File: src/rtl/serial_frame_pkg.sv
// Shared types and defaults for the serial frame router: FSM state encoding,
// default geometry, and the address-width helper.
package serial_frame_pkg;

  localparam int DEF_NUM_PORTS = 4;
  localparam int DEF_LEN_W     = 8;

  typedef enum logic [2:0] {
    IDLE = 3'd0,
    ADDR = 3'd1,
    LEN  = 3'd2,
    DATA = 3'd3,
    DONE = 3'd4
  } state_t;

  // A single-port router still carries a one-bit address field on the line.
  function automatic int port_width(input int n);
    return (n > 1) ? $clog2(n) : 1;
  endfunction

endpackage

File: src/rtl/param_down_counter.sv
// Loadable down-counter holding the remaining payload bit count.
// Load has priority over enable; the count saturates at zero.
module param_down_counter #(
  parameter int W = 8
) (
  input  logic         clk,
  input  logic         rst,
  input  logic         load,
  input  logic         en,
  input  logic [W-1:0] din,
  output logic [W-1:0] count,
  output logic         zero
);

  always_ff @(posedge clk) begin
    if (rst) begin
      count <= '0;
    end else if (load) begin
      count <= din;
    end else if (en && (count != '0)) begin
      count <= count - W'(1);
    end
  end

  assign zero = (count == '0);

endmodule

File: src/rtl/serial_frame_router.sv
// Parses start/address/length framing on a single serial line and forwards
// the payload bits to one of NUM_PORTS registered serial outputs.
module serial_frame_router
  import serial_frame_pkg::*;
#(
  parameter int NUM_PORTS = DEF_NUM_PORTS,
  parameter int PORT_W    = port_width(NUM_PORTS),
  parameter int LEN_W     = DEF_LEN_W
) (
  input  logic                 clk,
  input  logic                 rst,
  input  logic                 ser_in,
  output logic [NUM_PORTS-1:0] ser_out,
  output logic [NUM_PORTS-1:0] out_valid,
  output logic [LEN_W-1:0]     bits_left,
  output logic                 busy,
  output logic                 done,
  output logic                 err,
  output state_t               state_dbg
);

  // Field bit counter must reach the wider of the two header fields minus one.
  localparam int FC_W = $clog2(((PORT_W > LEN_W) ? PORT_W : LEN_W) + 1);

  state_t            state, state_nxt;
  logic [FC_W-1:0]   field_cnt;
  logic [PORT_W-1:0] addr;
  logic [LEN_W-1:0]  len_sr, len_nxt;
  logic              field_last_addr, field_last_len, addr_ok;
  logic              cnt_load, cnt_en, cnt_zero;

  assign len_nxt         = LEN_W'({len_sr, ser_in});
  assign field_last_addr = (field_cnt == FC_W'(PORT_W - 1));
  assign field_last_len  = (field_cnt == FC_W'(LEN_W - 1));
  assign addr_ok         = (int'(addr) < NUM_PORTS);
  assign state_dbg       = state;

  always_ff @(posedge clk) begin
    if (rst) state <= IDLE;
    else     state <= state_nxt;
  end

  always_comb begin
    state_nxt = state;
    case (state)
      IDLE: if (!ser_in) state_nxt = ADDR;
      ADDR: if (field_last_addr) state_nxt = LEN;
      LEN:  if (field_last_len) state_nxt = (len_nxt != '0) ? DATA : DONE;
      DATA: if (cnt_zero || (bits_left == LEN_W'(1))) state_nxt = DONE;
      DONE: state_nxt = IDLE;
      default: state_nxt = IDLE;
    endcase
  end

  always_comb begin
    busy     = (state != IDLE);
    done     = (state == DONE);
    err      = (state == DONE) && !addr_ok;
    cnt_load = (state == LEN) && field_last_len;
    cnt_en   = (state == DATA);
  end

  // out_valid qualifies ser_out for exactly one cycle per payload bit; there is
  // no ready, so a consumer must take every bit it sees qualified.
  always_ff @(posedge clk) begin
    if (rst) begin
      field_cnt <= '0;
      addr      <= '0;
      len_sr    <= '0;
      ser_out   <= '0;
      out_valid <= '0;
    end else begin
      if (state_nxt != state) field_cnt <= '0;
      else if ((state == ADDR) || (state == LEN)) field_cnt <= field_cnt + FC_W'(1);
      if (state == ADDR) addr <= PORT_W'({addr, ser_in});
      if (state == LEN) len_sr <= len_nxt;
      for (int p = 0; p < NUM_PORTS; p++) begin
        out_valid[p] <= (state == DATA) && (addr == PORT_W'(p));
        ser_out[p]   <= (state == DATA) && (addr == PORT_W'(p)) && ser_in;
      end
    end
  end

  param_down_counter #(.W(LEN_W)) u_len_cnt (
    .clk   (clk),
    .rst   (rst),
    .load  (cnt_load),
    .en    (cnt_en),
    .din   (len_nxt),
    .count (bits_left),
    .zero  (cnt_zero)
  );

endmodule

File: config.mk
export PLATFORM = sky130hd
export DESIGN_NAME = serial_frame_router
export DESIGN_NICKNAME = d
export VERILOG_FILES = /design/src/rtl/serial_frame_pkg.sv /design/src/rtl/param_down_counter.sv /design/src/rtl/serial_frame_router.sv
export SDC_FILE = /design/constraint.sdc
export NUM_CORES = 1
export LEC_CHECK = 0
export ABC_AREA = 1
export CORE_MARGIN = 2
export CORE_UTILIZATION = 49
export DETAILED_ROUTE_END_ITERATION = 6
export GPL_TIMING_DRIVEN = 1
export PLACE_DENSITY = 0.7
export SYNTH_ARGS = -nofsm -noshare
export SYNTH_HDL_FRONTEND = slang
export SYNTH_SLANG_ARGS = --single-unit
export TNS_END_PERCENT = 1
File: constraint.sdc
create_clock -name clk -period 1.9 [get_ports clk]
set_input_delay 0.285 -clock clk [delete_from_list [all_inputs] [get_ports clk]]
set_output_delay 0.285 -clock clk [all_outputs]
set_load 0.05 [all_outputs]
==> impl_metrics.tcl, run 1 <==
set metrics [dict create \
    antenna_found_initial 0 \
    htreeDepth 2 \
    irDropWorstVdd_mv 0.497 \
    boundaryPins 25 \
    vias 1408 \
    cts_tree "yes" \
    setup-tns-final_ns 0 \
    fin_crit_sh_pct 97.4 \
    syn_nets 234 \
    drive_gt1_share_pct 15.6 \
    critical-path-max-stage-delay_ns 0.83 \
    worstPathMaxFanout 5 \
    switching_share_pct 25.8 \
    setup.worst_path.start_class "flop" \
    vias_per_cell 4.69 \
    avgSynthCellArea_um2 7.08 \
    insertion_delay_ns 0.32 \
    cts.sinks 32 \
    fp.dieArea_um2 3750 \
    wl_mm 3.11 \
    ant_nets 0 \
    core_area_um2 3080 \
    status "finished, final reports clean" \
    io_buffer_count 23 \
    drv_cap 0 \
    cts_resized 0 \
    worst_path_max_delay_cell "clkdlybuf4s50_1" \
    die_h_um 61.3 \
    rsz0062_at_grt "no" \
    combPwrFrac_pct 11.4 \
    die_w_um 61.3 \
    fp-row-count 20 \
    initial_core_util_pct 52.2 \
    holdCritPathClass "reg2reg" \
    syn2layout_area_growth_pct 22.9 \
    arrival_ns 1.56 \
    path_delay_family "buffers and inverters" \
    p_total_mw 1.37 \
    grt_pass1_wl_mm 5.24 \
    gr-total-overflow 0 \
    grt_pass1_vias 1235 \
    setup_ws_ns 0.0503 \
    diodes 0 \
    yosysTopAreaCellShare_pct 39.9 \
    drtIter0Drc 77 \
    post_cts_buffers 0 \
    relSlewSlack_pct 66.8 \
    worstPathRequired_ns 1.62 \
    whs_ns 0.483 \
    num-nets-final 262 \
    synth.yosys.seq_area_share_pct 39.9 \
    top_layer_used "met4" \
    place_ws_ns 0.170 \
    ys_warn_count 0 \
    syn_inst 227 \
    wire_per_inst_um 10.4 \
    routed-wl-met3_um 114 \
    hold_buffers 0 \
    synth_area_leaders "dfxtp_1, nand2_1, nor2_1, inv_1, nand3_1" \
    gp_congestion 0.893 \
    path_class "reg2out" \
    synth_top_cell_by_area "dfxtp_1" \
    wl_met2_mm 1.36 \
    endpoint_kind "primary output" \
    fin_area_um2 1970 \
    power_switching_uw 353 \
    hpwl_mm 2.37 \
    drt-met1-wl_mm 1.59 \
    slew_viol_final 0 \
    dpl.cell_count 292 \
    tightestPinTransition_ns 0.496 \
    seqPwrFrac_pct 51.6 \
    p_int_mw 1.02 \
    clock-skew-final_ns 0.00637 \
    root_buffer "clkbuf_4" \
    fmax_mhz 541 \
    power.density_nw_per_um2 693 \
    hold_violations 0 \
    drc 0 \
    p_leak_nw 0.899 \
    drtPass1Iterations 4 \
    dpl-instance-area_um2 1890 \
    fillCellCount 284 \
    layout.cells.non_filler 300 \
    grt_max_degree 18 \
    synthDistinctLibCells 28 \
    fin_crit_ns 1.85 \
    track_usage_pct 19.0 \
    crit_chain "clkdlybuf4s50_1" \
    clk_pin_slew_ns 0.10 \
    worst-path-buf-inv 1 \
    cts.path.max_buffers 2 \
    syn_area_um2 1610 \
    utilization_pct 64.1 \
    finalSetupViolCount 0 \
    cts_buffers 5 \
    clockPowerShare_pct 37.0 \
    ys_ff_latch 32 \
]
cells in the mapped netlist (all sizes together):
| cell type | n |
|---|---|
| conb | 1 |
| buf | 2 |
| clkinv | 1 |
| nor2 | 33 |
| o21ai | 10 |
| dfxtp | 32 |
| nand3 | 20 |
| nor4 | 2 |
| a21oi | 16 |
| inv | 35 |
| clkbuf | 2 |
| ha | 4 |
| o211ai | 1 |
| nand4 | 3 |
| nor3 | 5 |
| o2111ai | 1 |
| nand2 | 54 |
| mux2i | 1 |
| xor2 | 4 |
final timing paths:
path,startpoint,endpoint,slack (ns),cells past startpoint
worst min-delay path,u_len_cnt.count[1]$_SDFFE_PP0P_,u_len_cnt.count[1]$_SDFFE_PP0P_,0.48,2
worst max-delay path,u_len_cnt.count[3]$_SDFFE_PP0P_,bits_left[3],0.05,1
worst min register to register,u_len_cnt.count[1]$_SDFFE_PP0P_,u_len_cnt.count[1]$_SDFFE_PP0P_,0.48,2
worst max register to register,u_len_cnt.count[0]$_SDFFE_PP0P_,u_len_cnt.count[7]$_SDFFE_PP0P_,0.25,11
power by group through the flow:
stage,Combinational (mW),Clock [mW],Sequential [mW]
4_1_cts,0.158,0.521,0.706
2_1_floorplan,0.103,0,0.729
5_1_grt,0.175,0.551,0.709
3_5_place_dp,0.157,0,0.721
6_report,0.156,0.506,0.706
3_3_place_gp,0.156,0,0.721
layer usage:
| metal | GRT usage (%) | vias to the layer above |
|---|---|---|
| li1 | - | 772 |
| met1 | 25.1 | 602 |
| met2 | 29.9 | 29 |
| met3 | 4.20 | 5 |
| met4 | 8.39 | 0 |
| met5 | 0 | - |
area by class of cell:
class                   instances  area (µm²)  share of cell area (%)
clock buffers                   5        37.5                    1.90
clock inverters                 3        42.5                    2.15
inverters                      36         135                    6.84
multi-input cells             155         816                    41.3
flip-flops and latches         32         641                    32.4
well taps                      44        55.1                    2.79
repair buffers                 25         248                    12.5
tightest hold or removal path, cell delays in order, from the launching register on:
cell and delay [ns]:
dfxtp_1 0.33, nand2_1 0.06, a21oi_1 0.05
kinds of logic after synthesis:
| group | after synthesis | synth area share, % |
|---|---|---|
| compound gates | 28 | 9.81 |
| xor+xnor | 4 | 2.18 |
| fa+ha+maj | 4 | 3.12 |
| buf+inv | 40 | 9.66 |
| flops | 32 | 39.9 |
| mux | 1 | 0.623 |
| other cells | 1 | 0.233 |
| simple gates | 117 | 34.5 |
registers in the layout, summed over array words and instances, names as in the netlist:
register and cells:
state_dbg 3, ser_out 4, field_cnt 4, out_valid 4, len_sr 7, u_len_cnt.count 8, addr 2
cells in the final DEF (no fill, tap or decap):
cell type	synthesis	layout
a21oi_1	15	15
a21oi_4	1	1
buf_12	0	1
buf_4	1	5
bufinv_16	0	1
clkbuf_4	0	5
clkdlybuf4s50_1	0	19
clkinv_1	1	1
clkinv_2	0	1
clkinvlp_4	0	1
conb_1	1	1
dfxtp_1	32	32
ha_1	4	4
inv_1	25	25
inv_2	10	10
mux2i_1	1	1
nand2_1	49	49
nand2_2	5	5
nand3_1	16	16
nand3_2	3	3
nand3_4	1	1
nand4_1	3	3
nor2_1	28	28
nor2_2	3	3
nor2_4	1	1
nor2_8	1	1
nor3_1	5	4
nor3_2	0	1
nor4_1	2	2
o2111ai_1	1	1
o211ai_1	1	1
o21ai_0	10	10
xor2_1	4	4
Note: power is estimated with default switching activity, not from simulation.
==> run 2, diff against run 1 <==
--- a/config.mk
+++ b/config.mk
@@ -6,8 +6,10 @@
 export NUM_CORES = 1
 export LEC_CHECK = 0
 export ABC_AREA = 1
+export ABC_CLOCK_PERIOD_IN_PS = 1900
 export CORE_MARGIN = 2
 export CORE_UTILIZATION = 49
+export CTS_CLUSTER_SIZE = 8
 export DETAILED_ROUTE_END_ITERATION = 6
 export GPL_TIMING_DRIVEN = 1
 export PLACE_DENSITY = 0.7
==> results of run 2 <==
The final DEF is identical to that of run 1; final timing and power are the same.
